## src/rtl/frame_addr_uart_rx_pkg.sv

```systemverilog
// Shared encodings and bit-timing derivation for the frame-address UART receiver.
package frame_addr_uart_rx_pkg;

    typedef enum logic [1:0] {
        ASM_IDLE,
        ASM_COLLECT,
        ASM_ISSUE,
        ASM_WAIT_DONE
    } asm_state_e;

    typedef enum logic [1:0] {
        RX_IDLE,
        RX_START,
        RX_DATA,
        RX_STOP
    } rx_state_e;

    function automatic int unsigned clks_per_bit(input int unsigned clk_freq,
                                                 input int unsigned baud);
        return clk_freq / baud;
    endfunction

endpackage

```

## src/rtl/frame_addr_uart_rx_rx_byte.sv

```systemverilog
// 8N1 byte receiver: two-flop synchroniser, centre sampling, valid / framing-error pulses.
// state    | meaning
// RX_IDLE  | waiting for a falling edge on the synchronised line
// RX_START | half-bit wait, then confirm start bit is still low
// RX_DATA  | sampling 8 data bits LSB-first at bit centres
// RX_STOP  | sampling stop bit; high -> valid, low -> framing error
module uart_rx_byte
    import frame_addr_uart_rx_pkg::*;
#(
    parameter int unsigned CLK_FREQ = 50000000,
    parameter int unsigned BAUD     = 115200
) (
    input  logic       clk,
    input  logic       rst_n,
    input  logic       rxd_i,
    output logic [7:0] byte_o,
    output logic       valid_o,
    output logic       frame_err_o
);

    localparam int unsigned CPB  = clks_per_bit(CLK_FREQ, BAUD);
    localparam int unsigned HALF = (CPB / 2 > 0) ? CPB / 2 : 1;
    localparam int unsigned CW   = $clog2(CPB + 1);
    localparam logic [CW-1:0] CNT_BIT  = CW'(CPB - 1);
    localparam logic [CW-1:0] CNT_HALF = CW'(HALF - 1);

    logic rxd_meta_q, rxd_sync_q, rxd_prev_q;

    rx_state_e     state_q, state_d;
    logic [CW-1:0] cnt_q, cnt_d;
    logic [2:0]    bit_q, bit_d;
    logic [7:0]    shift_q, shift_d;

    // Synchroniser is left out of reset so a line held low across reset is not seen as a new edge.
    always_ff @(posedge clk) begin
        rxd_meta_q <= rxd_i;
        rxd_sync_q <= rxd_meta_q;
        rxd_prev_q <= rxd_sync_q;
    end

    always_ff @(posedge clk) begin
        if (rst_n) begin
            state_q <= RX_IDLE;
            cnt_q   <= '0;
            bit_q   <= '0;
            shift_q <= '0;
        end else begin
            state_q <= state_d;
            cnt_q   <= cnt_d;
            bit_q   <= bit_d;
            shift_q <= shift_d;
        end
    end

    always_comb begin
        state_d     = state_q;
        cnt_d       = cnt_q;
        bit_d       = bit_q;
        shift_d     = shift_q;
        valid_o     = 1'b0;
        frame_err_o = 1'b0;
        case (state_q)
            RX_IDLE: begin
                if (rxd_prev_q && !rxd_sync_q) begin
                    state_d = RX_START;
                    cnt_d   = CNT_HALF;
                end
            end
            RX_START: begin
                if (cnt_q == '0) begin
                    if (!rxd_sync_q) begin
                        state_d = RX_DATA;
                        cnt_d   = CNT_BIT;
                        bit_d   = '0;
                    end else begin
                        state_d = RX_IDLE;
                    end
                end else begin
                    cnt_d = cnt_q - CW'(1);
                end
            end
            RX_DATA: begin
                if (cnt_q == '0) begin
                    shift_d = {rxd_sync_q, shift_q[7:1]};
                    cnt_d   = CNT_BIT;
                    bit_d   = bit_q + 3'd1;
                    if (bit_q == 3'd7) begin
                        state_d = RX_STOP;
                    end
                end else begin
                    cnt_d = cnt_q - CW'(1);
                end
            end
            RX_STOP: begin
                if (cnt_q == '0) begin
                    valid_o     = rxd_sync_q;
                    frame_err_o = !rxd_sync_q;
                    state_d     = RX_IDLE;
                end else begin
                    cnt_d = cnt_q - CW'(1);
                end
            end
            default: state_d = RX_IDLE;
        endcase
    end

    assign byte_o = shift_q;

endmodule

```

## src/rtl/frame_addr_uart_rx.sv

```systemverilog
// Assembles four UART bytes big-endian into a frame address and hands it to the injection writer.
// state         | meaning
// ASM_IDLE      | no bytes of a word held
// ASM_COLLECT   | 1-3 bytes held, gap timer running
// ASM_ISSUE     | frameaddr loaded, start pulse
// ASM_WAIT_DONE | writer busy; arriving bytes counted toward overrun
module frame_addr_uart_rx
    import frame_addr_uart_rx_pkg::*;
#(
    parameter int unsigned CLK_FREQ = 50000000,
    parameter int unsigned BAUD     = 115200,
    parameter int unsigned GAP_CYC  = 5000000
) (
    input  logic        clk,
    input  logic        rst_n,
    input  logic        uart_rxd,
    input  logic        done,
    output logic [31:0] frameaddr,
    output logic        start,
    output logic        busy,
    output logic        err
);

    localparam int unsigned GW = $clog2(GAP_CYC + 1);
    localparam logic [GW-1:0] GAP_RELOAD = GW'(GAP_CYC - 1);

    logic [7:0] rx_byte;
    logic       rx_valid;
    logic       rx_ferr;

    asm_state_e    state_q, state_d;
    logic [1:0]    cnt_q, cnt_d;
    logic [23:0]   word_q, word_d;
    logic [GW-1:0] gap_q, gap_d;
    logic [31:0]   addr_q, addr_d;
    logic          err_q, err_d;

    uart_rx_byte #(
        .CLK_FREQ (CLK_FREQ),
        .BAUD     (BAUD)
    ) u_rx_byte (
        .clk         (clk),
        .rst_n       (rst_n),
        .rxd_i       (uart_rxd),
        .byte_o      (rx_byte),
        .valid_o     (rx_valid),
        .frame_err_o (rx_ferr)
    );

    always_ff @(posedge clk) begin
        if (rst_n) begin
            state_q <= ASM_IDLE;
            cnt_q   <= '0;
            word_q  <= '0;
            gap_q   <= '0;
            addr_q  <= '0;
            err_q   <= 1'b0;
        end else begin
            state_q <= state_d;
            cnt_q   <= cnt_d;
            word_q  <= word_d;
            gap_q   <= gap_d;
            addr_q  <= addr_d;
            err_q   <= err_d;
        end
    end

    always_comb begin
        state_d = state_q;
        cnt_d   = cnt_q;
        word_d  = word_q;
        gap_d   = gap_q;
        addr_d  = addr_q;
        err_d   = 1'b0;
        case (state_q)
            ASM_IDLE: begin
                if (rx_ferr) begin
                    err_d = 1'b1;
                end else if (rx_valid) begin
                    word_d  = {word_q[15:0], rx_byte};
                    cnt_d   = 2'd1;
                    gap_d   = GAP_RELOAD;
                    state_d = ASM_COLLECT;
                end
            end
            ASM_COLLECT: begin
                if (rx_ferr) begin
                    err_d   = 1'b1;
                    cnt_d   = '0;
                    state_d = ASM_IDLE;
                end else if (rx_valid) begin
                    if (cnt_q == 2'd3) begin
                        addr_d  = {word_q, rx_byte};
                        cnt_d   = '0;
                        state_d = ASM_ISSUE;
                    end else begin
                        word_d = {word_q[15:0], rx_byte};
                        cnt_d  = cnt_q + 2'd1;
                        gap_d  = GAP_RELOAD;
                    end
                end else if (gap_q == '0) begin
                    err_d   = 1'b1;
                    cnt_d   = '0;
                    state_d = ASM_IDLE;
                end else begin
                    gap_d = gap_q - GW'(1);
                end
            end
            ASM_ISSUE, ASM_WAIT_DONE: begin
                if (state_q == ASM_ISSUE) begin
                    state_d = ASM_WAIT_DONE;
                end
                // done wins over a coinciding byte; that byte opens the next word.
                if (state_q == ASM_WAIT_DONE && done) begin
                    cnt_d   = '0;
                    state_d = ASM_IDLE;
                    if (rx_ferr) begin
                        err_d = 1'b1;
                    end else if (rx_valid) begin
                        word_d  = {word_q[15:0], rx_byte};
                        cnt_d   = 2'd1;
                        gap_d   = GAP_RELOAD;
                        state_d = ASM_COLLECT;
                    end
                end else if (rx_ferr) begin
                    err_d = 1'b1;
                    cnt_d = '0;
                end else if (rx_valid) begin
                    if (cnt_q == 2'd3) begin
                        err_d = 1'b1;
                        cnt_d = '0;
                    end else begin
                        cnt_d = cnt_q + 2'd1;
                    end
                end
            end
            default: state_d = ASM_IDLE;
        endcase
    end

    assign frameaddr = addr_q;
    assign start     = (state_q == ASM_ISSUE);
    assign busy      = (state_q == ASM_ISSUE) || (state_q == ASM_WAIT_DONE);
    assign err       = err_q;

endmodule

```

## config.mk

```make
export PLATFORM = sky130hd
export DESIGN_NAME = frame_addr_uart_rx
export DESIGN_NICKNAME = d
export VERILOG_FILES = /design/src/rtl/frame_addr_uart_rx_pkg.sv /design/src/rtl/frame_addr_uart_rx_rx_byte.sv /design/src/rtl/frame_addr_uart_rx.sv
export SDC_FILE = /design/constraint.sdc
export NUM_CORES = 1
export LEC_CHECK = 0
export ABC_AREA = 0
export CAP_MARGIN = 20
export CORE_UTILIZATION = 55
export CTS_CLUSTER_SIZE = 30
export DETAILED_ROUTE_END_ITERATION = 16
export DONT_BUFFER_PORTS = 1
export PLACE_DENSITY = 0.8
export SKIP_LAST_GASP = 1
export SLEW_MARGIN = 20
export SYNTH_ARGS = -nofsm -noshare
export SYNTH_HDL_FRONTEND = slang
export SYNTH_SLANG_ARGS = --single-unit
```

## constraint.sdc

```tcl
create_clock -name clk -period 2.2 [get_ports clk]
set_clock_uncertainty 0.05 [all_clocks]
set_input_delay 0.66 -clock clk [delete_from_list [all_inputs] [get_ports clk]]
set_output_delay 0.66 -clock clk [all_outputs]
set_load 0.01 [all_outputs]
```

Word level (Yosys, flattened, before mapping)
Index checks and enable logic that the tools add are counted.

storage, ports and cells
  RAM bits = 0
  logic and storage cells = 128
  input bits = 4
  latch bits = 0
  memories = 0
  memory bits (read-only) = 0
  bits in registers = 109

cells by class
  muxes and demuxes = 63
  reductions and logical operators = 19
  multipliers = 0
  add/subtract/negate cells = 4
  eq/ne operators = 28
  order comparisons = 0
  bitwise gates (word level) = 1
  shift operators = 0
  divide/modulo/power cells = 0

operator list
  kind                                                  number
  two-way mux 23 bit                                    7
  two-way mux 24 bit                                    6
  one-hot mux 24 bit (3 select lines)                   1
  one-hot mux 23 bit (3 select lines)                   1
  two-way mux 9 bit                                     5
  two-way mux 2 bit                                     20
  one-hot mux 9 bit (4 select lines)                    1
  logical NOT 23 bit                                    1
  subtractor 23 x 1 -> 23 bit (second input constant)   1
  AND reduction 4 bit                                   5
  != test 2 bit (second input constant)                 8
  two-way mux 1 bit                                     14
  != test 3 bit (second input constant)                 4
  != test 4 bit (second input constant)                 3
  one-hot mux 2 bit (3 select lines)                    2
  equality test 2 bit (second input constant)           5
  != test 2 x 1 -> 1 bit (second input constant)        5
  AND reduction 5 bit                                   2
  logical NOT 9 bit                                     1
  two-way mux 3 bit                                     3
  subtractor 9 x 1 -> 9 bit (second input constant)     1
  one-hot mux 2 bit (4 select lines)                    1
  one-hot mux 3 bit (2 select lines)                    1
  equality test 2 x 1 -> 1 bit (second input constant)  2
  other kinds (13)                                      15

Logic depth before layout (Yosys ltp)
Gate-level depths: netlist of run 1.

  depth after elaboration = 7
  depth in mapped cells = 9

Cells and area by module
Synthesis of run 1 repeated with hierarchy kept, for this count alone.

unflattened totals
  cell total of the unflattened synthesis = 614
  area, all modules = 4913.5 µm²

modules (own cells, without submodules)
  module              sequential area each (µm²)  times used  cells an instance  area each (µm²)
  frame_addr_uart_rx  1681.6                      1           450                3567.2
  uart_rx_byte        500.5                       1           164                1346.3

Worst setup path after synthesis of run 1
No wires, ideal clock.

  kind = flip-flop to flip-flop
  start point = reg u_rx_byte.cnt_q[0]
  end point = reg word_q[1]
  path buffers = 2
  library setup time = 70 ps
  cell stages (with the launch flop) = 10
  arrival = 2176 ps
  path slack = -97 ps
  period minus slack after synthesis = 2297 ps
  path through = dfxtp_1 inv_1 ha_1 or4b_1 clkbuf_1 or3_4 nor3b_4 buf_6 nand2_1 a21oi_2

between the ends
  longest elaborated chain between the ends = 7
  elaborated cells on any way between the ends = 12
  those cells by class = eq/ne (2); mux (8); reduce/logical (2)

RTL lines
  item                                 line                              source
  start, declared                      frame_addr_uart_rx_rx_byte.sv:30  logic [CW-1:0] cnt_q, cnt_d;
  start signal, assigned               frame_addr_uart_rx_rx_byte.sv:49  cnt_q <= cnt_d;
  logical NOT 9 bit *                  frame_addr_uart_rx_rx_byte.sv:95  if (cnt_q == '0) begin
  two-way mux 1 bit                    frame_addr_uart_rx_rx_byte.sv:95
  two-way mux 1 bit                    frame_addr_uart_rx_rx_byte.sv:62  case (state_q)
  two-way mux 24 bit (3 in series)     --
  one-hot mux 24 bit (3 select lines)  --
  end signal, assigned                 frame_addr_uart_rx.sv:61          word_q <= word_d;
  end, declared                        frame_addr_uart_rx.sv:33          logic [23:0] word_q, word_d;

Mark *: on every way between the ends. The rest lies on a longest branch, timed or not. The select of a mux whose other input is x is not followed.
A chain may end at the register's enable or synchronous reset.

Final worst setup path of run 1
  start point = reg u_rx_byte.cnt_q[1]
  end point = reg word_q[9]

Same word-level chain as after synthesis.

==> flow_metrics.py, run 1 <==
metrics = {
    "finish": {
        "layout-drive-gt1-share_pct": 21.6,
        "n_antenna_cell": 0,
        "synthToLayoutAreaGrowth_pct": 15.7,
        "fin_nets": 669,
    },
    "route": {
        "drt_first_pass_iters": 10,
        "route.vias.total": 4718,
        "detail_route.vias_per_cell": 6.14,
        "wl_um": 12300,
        "drc": 2,
        "dr.first_iter.drc_count": 231,
        "antenna_violating_nets_left": 0,
        "wire_per_inst_um": 15.9,
    },
    "floorplan": {
        "dieWidth_um": 97.7,
        "die_area_mm2": 0.00954,
        "start_util_pct": 57.2,
        "fp.dieH_um": 97.7,
        "floorplan.rows": 34,
        "floorplan.core_area_mm2": 0.00881,
        "num_io_pins": 39,
    },
    "clock_network": {
        "clock_tree.buffer_depth": 2,
        "clock-root-buffer": "clkbuf_8",
        "path_clk_slew_ns": 0.10,
        "tritoncts_num_sinks": 109,
        "cts_htree_levels": 3,
        "number_of_cts_inserted_buffers": 9,
        "cts_tree": "built",
        "insertion_delay_ns": 0.37,
        "cts.hold.buffers_added": 0,
    },
    "logic_synthesis": {
        "cell_count_after_synthesis": 624,
        "largest_area_contributor_in_the_netlist": "dfxtp_1",
        "synth_area_mm2": 0.00503,
        "combinational_family_with_the_most_area_after_synthesis": "simple AND/OR/NAND/NOR gates",
        "synth_xor_area_share_pct": 0,
        "synthesis.nets": 637,
        "synth.area.mux_share_pct": 0.199,
        "synth_top_area_share_pct": 43.4,
        "synth.lib_cells_used.distinct": 65,
        "yosys-top-cells-count": "153 x nand2_1, 109 x dfxtp_1, 81 x a21oi_1",
        "synth.top_cells.by_area": "dfxtp_1 43%, nand2_1 11%, a21oi_1 8.1%",
        "synthesis.area_per_instance_um2": 8.07,
        "synth_seq_area_share_pct": 43.4,
        "ys_ff_latch": 109,
        "post_synth_adder_cell_area_pct": 2.24,
        "postSynth.topFlopCell": "dfxtp_1",
        "synth-compound-area-share_pct": 24.0,
        "synth_async_sr_flop_share_pct": 0,
        "number_of_flops_mapped_to_enable_cells_by_yosys": 0,
        "yosysWarningCount": 0,
        "synth_simple_gate_area_share_pct": 25.3,
        "cell_with_the_most_instances_after_synthesis": "nand2_1",
    },
    "critical_path": {
        "max_fanout_on_critical_path": 6,
        "start_kind": "register",
        "reg2reg_to": "word_q[9]",
        "r2r_setup_slack_ns": -0.06,
        "r2r_start": "u_rx_byte.cnt_q[1]",
        "worst_r2r_path_depth": 9,
        "cp-end-kind": "register",
        "cp_data_arrival_time_ns": 2.52,
        "critical_path_class": "register to register",
        "wp_data_required_ns": 2.46,
    },
    "power": {
        "pwr_density_cell_mw_per_mm2": 771,
        "leakagePower_nw": 2.02,
        "ir_drop_v": 0.000504,
        "total_power_mw": 4.49,
    },
    "global_routing": {
        "grt_util_all_layers_pct": 26.0,
        "grt_start_max_net_pins": 103,
        "globalRouteOverflowTotal": 0,
        "grt_antenna_before_repair": 0,
        "grt_pass1_vias": 4505,
        "grt_first_pass_wirelength_um": 20400,
    },
    "place": {
        "gp_congestion": 0.926,
        "numPortBuffers": 0,
        "minimum_setup_slack_after_placement_ns": -0.127,
        "place.detailed.hpwl_um": 8250,
    },
    "timing": {
        "minimum_clock_period_ns": 2.26,
        "fmaxAchievable_mhz": 442,
        "rsz0062_at_grt": "true",
        "setup_tns_ns": -0.844,
        "setup_viol_count_final": 24,
        "hold_viol": 0,
        "timing.final.ws_setup_ns": -0.0601,
        "slew_violations": 0,
        "max-slew-margin-rel_pct": 66.9,
        "measured_slew_at_the_worst_slew_check_pin_ns": 0.495,
        "post-route-period-util_pct": 103,
    },
    "min_path": {
        "hold-path-endpoint": "u_rx_byte.rxd_meta_q",
        "worstHoldPathType": "input port to register",
        "hp-start": "uart_rxd",
        "worstHoldPathCells": 0,
    },
    "run_status": {
        "failed_checks": "DRC, setup timing",
        "status": "finished with violations",
    },
    "flow_run": {
        "maximum_capacitance_violations": 0,
    },
}
## worst max path at each step
stage | startpoint | cells past startpoint | slack [ns] | to
2_1_floorplan | u_rx_byte.cnt_q[1] | 9 | -0.03 | word_q[1]
3_3_place_gp | u_rx_byte.cnt_q[1] | 8 | -0.06 | word_q[20]
3_5_place_dp | u_rx_byte.cnt_q[1] | 8 | -0.13 | word_q[22]
4_1_cts | u_rx_byte.cnt_q[1] | 9 | -0.06 | word_q[15]
5_1_grt | u_rx_byte.cnt_q[0] | 9 | -0.16 | word_q[9]
6_report | u_rx_byte.cnt_q[1] | 9 | -0.06 | word_q[9]
## layer usage
| metal | share of wire (%) | GRT usage [%] | vias to the layer above |
|---|---|---|---|
| met5 | 0 | 0 | - |
| met4 | 1.5 | 8.74 | 0 |
| met3 | 5.1 | 5.32 | 22 |
| met2 | 50 | 44.4 | 129 |
| met1 | 44 | 32.6 | 2278 |
| li1 | - | - | 2289 |
## cells in the final DEF, fill, tap and decap left out, types with 3 or more instances in the layout
cell,instances
nor4_1,13
or3_1,9
buf_4,49
ha_1,7
a311oi_1,7
o21ai_0,13
a211oi_1,8
a21o_1,3
or4_1,5
o22ai_1,3
dfxtp_1,105
o211ai_1,7
inv_1,19
a31oi_1,5
o31ai_1,5
nand4_1,4
buf_6,5
a21oi_2,25
dfxtp_2,4
nor3_1,15
nand3_1,11
nand2_2,13
nand2b_1,7
and3_1,3
a21oi_1,77
nor2_1,20
clkbuf_8,9
nand2_1,140
## power by group
part	switching [mW]	internal [mW]	total (mW)
Sequential	0.0637	2.03	2.09
Combinational	0.665	0.504	1.17
Clock	0.690	0.540	1.23
Total	1.42	3.07	4.49
## sequential cells by signal (all words and copies together) (netlist names), named ones only
| signal | flops |
|---|---|
| frameaddr | 32 |
| u_rx_byte.state_q | 1 |
| err | 1 |
| u_rx_byte.cnt_q | 9 |
| state_q | 2 |
| u_rx_byte.rxd_sync_q | 1 |
| u_rx_byte.byte_o | 8 |
| word_q | 24 |
| u_rx_byte.rxd_meta_q | 1 |
| gap_q | 23 |
| u_rx_byte.bit_q | 3 |
| cnt_q | 2 |
| u_rx_byte.rxd_prev_q | 1 |
## cells by family after synthesis
kind of cell	Yosys count
flops	109
mux	1
buf+inv	57
fa+ha+maj	9
compound gates	184
simple gates	264
## stage by stage
stage               std cells  utilization, %  area (um^2)  hold slack [ns]
global route              769            66.2         5830            0.233
global placement          744            61.8         5450            0.264
floorplan                 624               -         5070            0.260
finish                    769            66.2         5830            0.254
detailed placement        744            61.8         5450            0.266
CTS                       764            65.0         5720            0.244
## repair_timing
item / in CTS / in global routing
resized for setup: 7 / 29
setup endpoints to repair: 46 / 73
pin swaps: 2 / 11
cloned: 1 / 2
setup buffers: 3 / 5
## worst max-delay path, stage by stage (launching register included)
cell and delay (ns):
dfxtp_2 0.34, inv_2 0.06, ha_4 0.13, or4b_4 0.49, or3_4 0.42, nor3b_4 0.21, buf_4 0.16, buf_6 0.12
nand2_1 0.07, a21oi_2 0.13
## area by class of cell
cell class	count	area [um^2]
Clock buffer	10	128
Clock inverter	6	71.3
Fill cell	716	2980
Inverter	21	78.8
Multi-Input combinational cell	458	2750
Sequential cell	109	2190
Tap cell	108	135
Timing Repair Buffer	57	479
Power figures use the tool's default switching activity.
==> inputs of run 2 (changes only) <==
--- a/config.mk
+++ b/config.mk
@@ -7,11 +7,13 @@
 export LEC_CHECK = 0
 export ABC_AREA = 0
 export CAP_MARGIN = 20
-export CORE_UTILIZATION = 55
+export CELL_PAD_IN_SITES_DETAIL_PLACEMENT = 0
+export CELL_PAD_IN_SITES_GLOBAL_PLACEMENT = 1
+export CORE_UTILIZATION = 43
 export CTS_CLUSTER_SIZE = 30
 export DETAILED_ROUTE_END_ITERATION = 16
 export DONT_BUFFER_PORTS = 1
-export PLACE_DENSITY = 0.8
+export PLACE_DENSITY = 0.83
 export SKIP_LAST_GASP = 1
 export SLEW_MARGIN = 20
 export SYNTH_ARGS = -nofsm -noshare
==> flow_metrics.py, run 2 (synthesis gave the netlist of run 1 again) <==
metrics = {
    "global_routing": {
        "globalRouteOverflowTotal": 0,
        "grt_util_all_layers_pct": 22.1,
        "grt_first_pass_wirelength_um": 20900,
        "grt_antenna_before_repair": 0,
        "grt_pass1_vias": 4316,
        "grt_start_max_net_pins": 103,
    },
    "critical_path": {
        "cells_along_the_critical_path": "inv_2, ha_4, or4b_4, or3_4, nor3b_4, buf_6, buf_6, nand2_1, a21oi_1",
        "r2r_start": "u_rx_byte.cnt_q[0]",
        "timing.critical_path.from": "u_rx_byte.cnt_q[0]",
        "max_fanout_on_critical_path": 6,
        "critical_path_class": "register to register",
        "slowest_stage": "or4b_4",
        "cp-end-kind": "register",
        "crit_top_cell": "buf_6",
        "cp_slowest_stage_delay_ns": 0.50,
        "start_kind": "register",
        "cp_data_arrival_time_ns": 2.46,
        "wp_data_required_ns": 2.44,
    },
    "route": {
        "wl_um": 12600,
        "drt_first_pass_iters": 5,
        "detail_route.vias_per_cell": 5.67,
        "antenna_violating_nets_left": 0,
        "wire_per_inst_um": 15.5,
        "route.vias.total": 4595,
        "drc": 0,
        "dr.first_iter.drc_count": 379,
    },
    "floorplan": {
        "die_area_mm2": 0.0121,
        "floorplan.core_area_mm2": 0.0114,
        "floorplan.rows": 39,
        "dieWidth_um": 110,
        "num_io_pins": 39,
        "start_util_pct": 44.1,
        "fp.dieH_um": 110,
    },
    "power": {
        "ir_drop_v": 0.000623,
        "leakagePower_nw": 2.13,
        "total_power_mw": 4.92,
        "pwr_density_cell_mw_per_mm2": 813,
    },
    "timing": {
        "minimum_clock_period_ns": 2.22,
        "hold_viol": 0,
        "rsz0062_at_grt": "true",
        "fmaxAchievable_mhz": 451,
        "post-route-period-util_pct": 101,
        "measured_slew_at_the_worst_slew_check_pin_ns": 0.504,
        "slew_violations": 0,
        "setup_viol_count_final": 3,
        "max-slew-margin-rel_pct": 66.1,
        "timing.final.ws_setup_ns": -0.0188,
    },
    "finish": {
        "layout-drive-gt1-share_pct": 23.4,
        "regArea_mm2": 0.00219,
        "layout.core_utilization_pct": 53.0,
        "leading_cell_type_in_the_layout_fill_and_taps_excluded": "nand2_1",
        "synthToLayoutAreaGrowth_pct": 20.2,
        "multi_input_comb_area_mm2": 0.00277,
        "fin_nets": 676,
        "layout_common_cells": "137 x nand2_1, 106 x dfxtp_1, 78 x a21oi_1",
        "largest_register_ff_count": 32,
        "n_fill_cell": 1100,
        "n_antenna_cell": 0,
    },
    "clock_network": {
        "insertion_delay_ns": 0.36,
        "path_clk_slew_ns": 0.07,
        "cts_htree_levels": 3,
        "tritoncts_num_sinks": 109,
        "cts.hold.buffers_added": 0,
        "number_of_cts_inserted_buffers": 9,
        "cts_tree": "built",
        "clock-root-buffer": "clkbuf_16",
        "clock_tree.buffer_depth": 2,
    },
    "min_path": {
        "hp-start": "uart_rxd",
        "worstHoldPathType": "input port to register",
    },
    "place": {
        "place.detailed.hpwl_um": 8490,
        "numPortBuffers": 0,
        "gp_congestion": 0.869,
    },
    "run_status": {
        "failed_checks": "setup timing",
        "status": "finished with violations",
    },
    "flow_run": {
        "maximum_capacitance_violations": 0,
    },
}
run 2: cell count changes in the layout (fill, tap and decap cells not counted), sizes merged:
cell	before	now
buf	57	64
clkinvlp	1	2
clkinv	2	1
run 2: final cells by class:
class | instances | share of cell area (%)
Clock buffer | 10 | 3.95
Inverter | 21 | 1.30
Tap cell | 143 | 2.96
Timing Repair Buffer | 64 | 8.85
Sequential cell | 109 | 36.1
Clock inverter | 6 | 1.12
Multi-Input combinational cell | 458 | 45.7
run 2: critical path: cells and delay by family (launching register included):
kind	cells	cell delay, ns
AOI/OAI and AO/OA	1	0.13
adders and majority gates	1	0.12
buffers and inverters	3	0.36
DFF	1	0.33
and+or+nand+nor	4	1.17
run 2: per-layer routing:
| metal | vias to the layer above | routed length [um] | track usage (%) |
|---|---|---|---|
| met5 | - | 0 | 0 |
| met4 | 0 | 165 | 5.26 |
| met3 | 18 | 563 | 6.64 |
| met2 | 93 | 5880 | 35.4 |
| met1 | 2171 | 6000 | 29.1 |
| li1 | 2313 | - | - |
run 2: stage by stage:
stage | std cells | TNS [ns] | worst slack [ns] | instance area (um^2) | hold WS, ns
5_1_grt | 811 | -3.00 | -0.0921 | 6050 | 0.255
6_report | 811 | -0.0417 | -0.0188 | 6050 | 0.273
2_1_floorplan | 624 | -0.552 | -0.0287 | 5070 | 0.260
3_5_place_dp | 789 | -2.08 | -0.110 | 5560 | 0.270
4_1_cts | 810 | -0.313 | -0.0317 | 5960 | 0.257
3_3_place_gp | 789 | -0.915 | -0.0595 | 5560 | 0.270
run 2: report_power, final:
part | switching [mW] | internal (mW) | total [mW]
combinational | 0.669 | 0.493 | 1.16
clock | 0.759 | 0.920 | 1.68
sequential | 0.0494 | 2.03 | 2.08
total | 1.48 | 3.44 | 4.92
run 2: worst paths after layout:
kind,end,slack (ns),cells after the start
max,word_q[10],-0.02,9
min,u_rx_byte.rxd_meta_q,0.27,0
max reg2reg,word_q[10],-0.02,9
min reg2reg,u_rx_byte.rxd_sync_q,0.29,0
run 2: repair_timing:
action | 4_1_cts | 5_1_grt
buffers inserted | 4 | 1
cloned | 1 | 2
gates resized for setup | 11 | 32
pin swaps | 5 | 9
setup endpoints to repair | 36 | 70
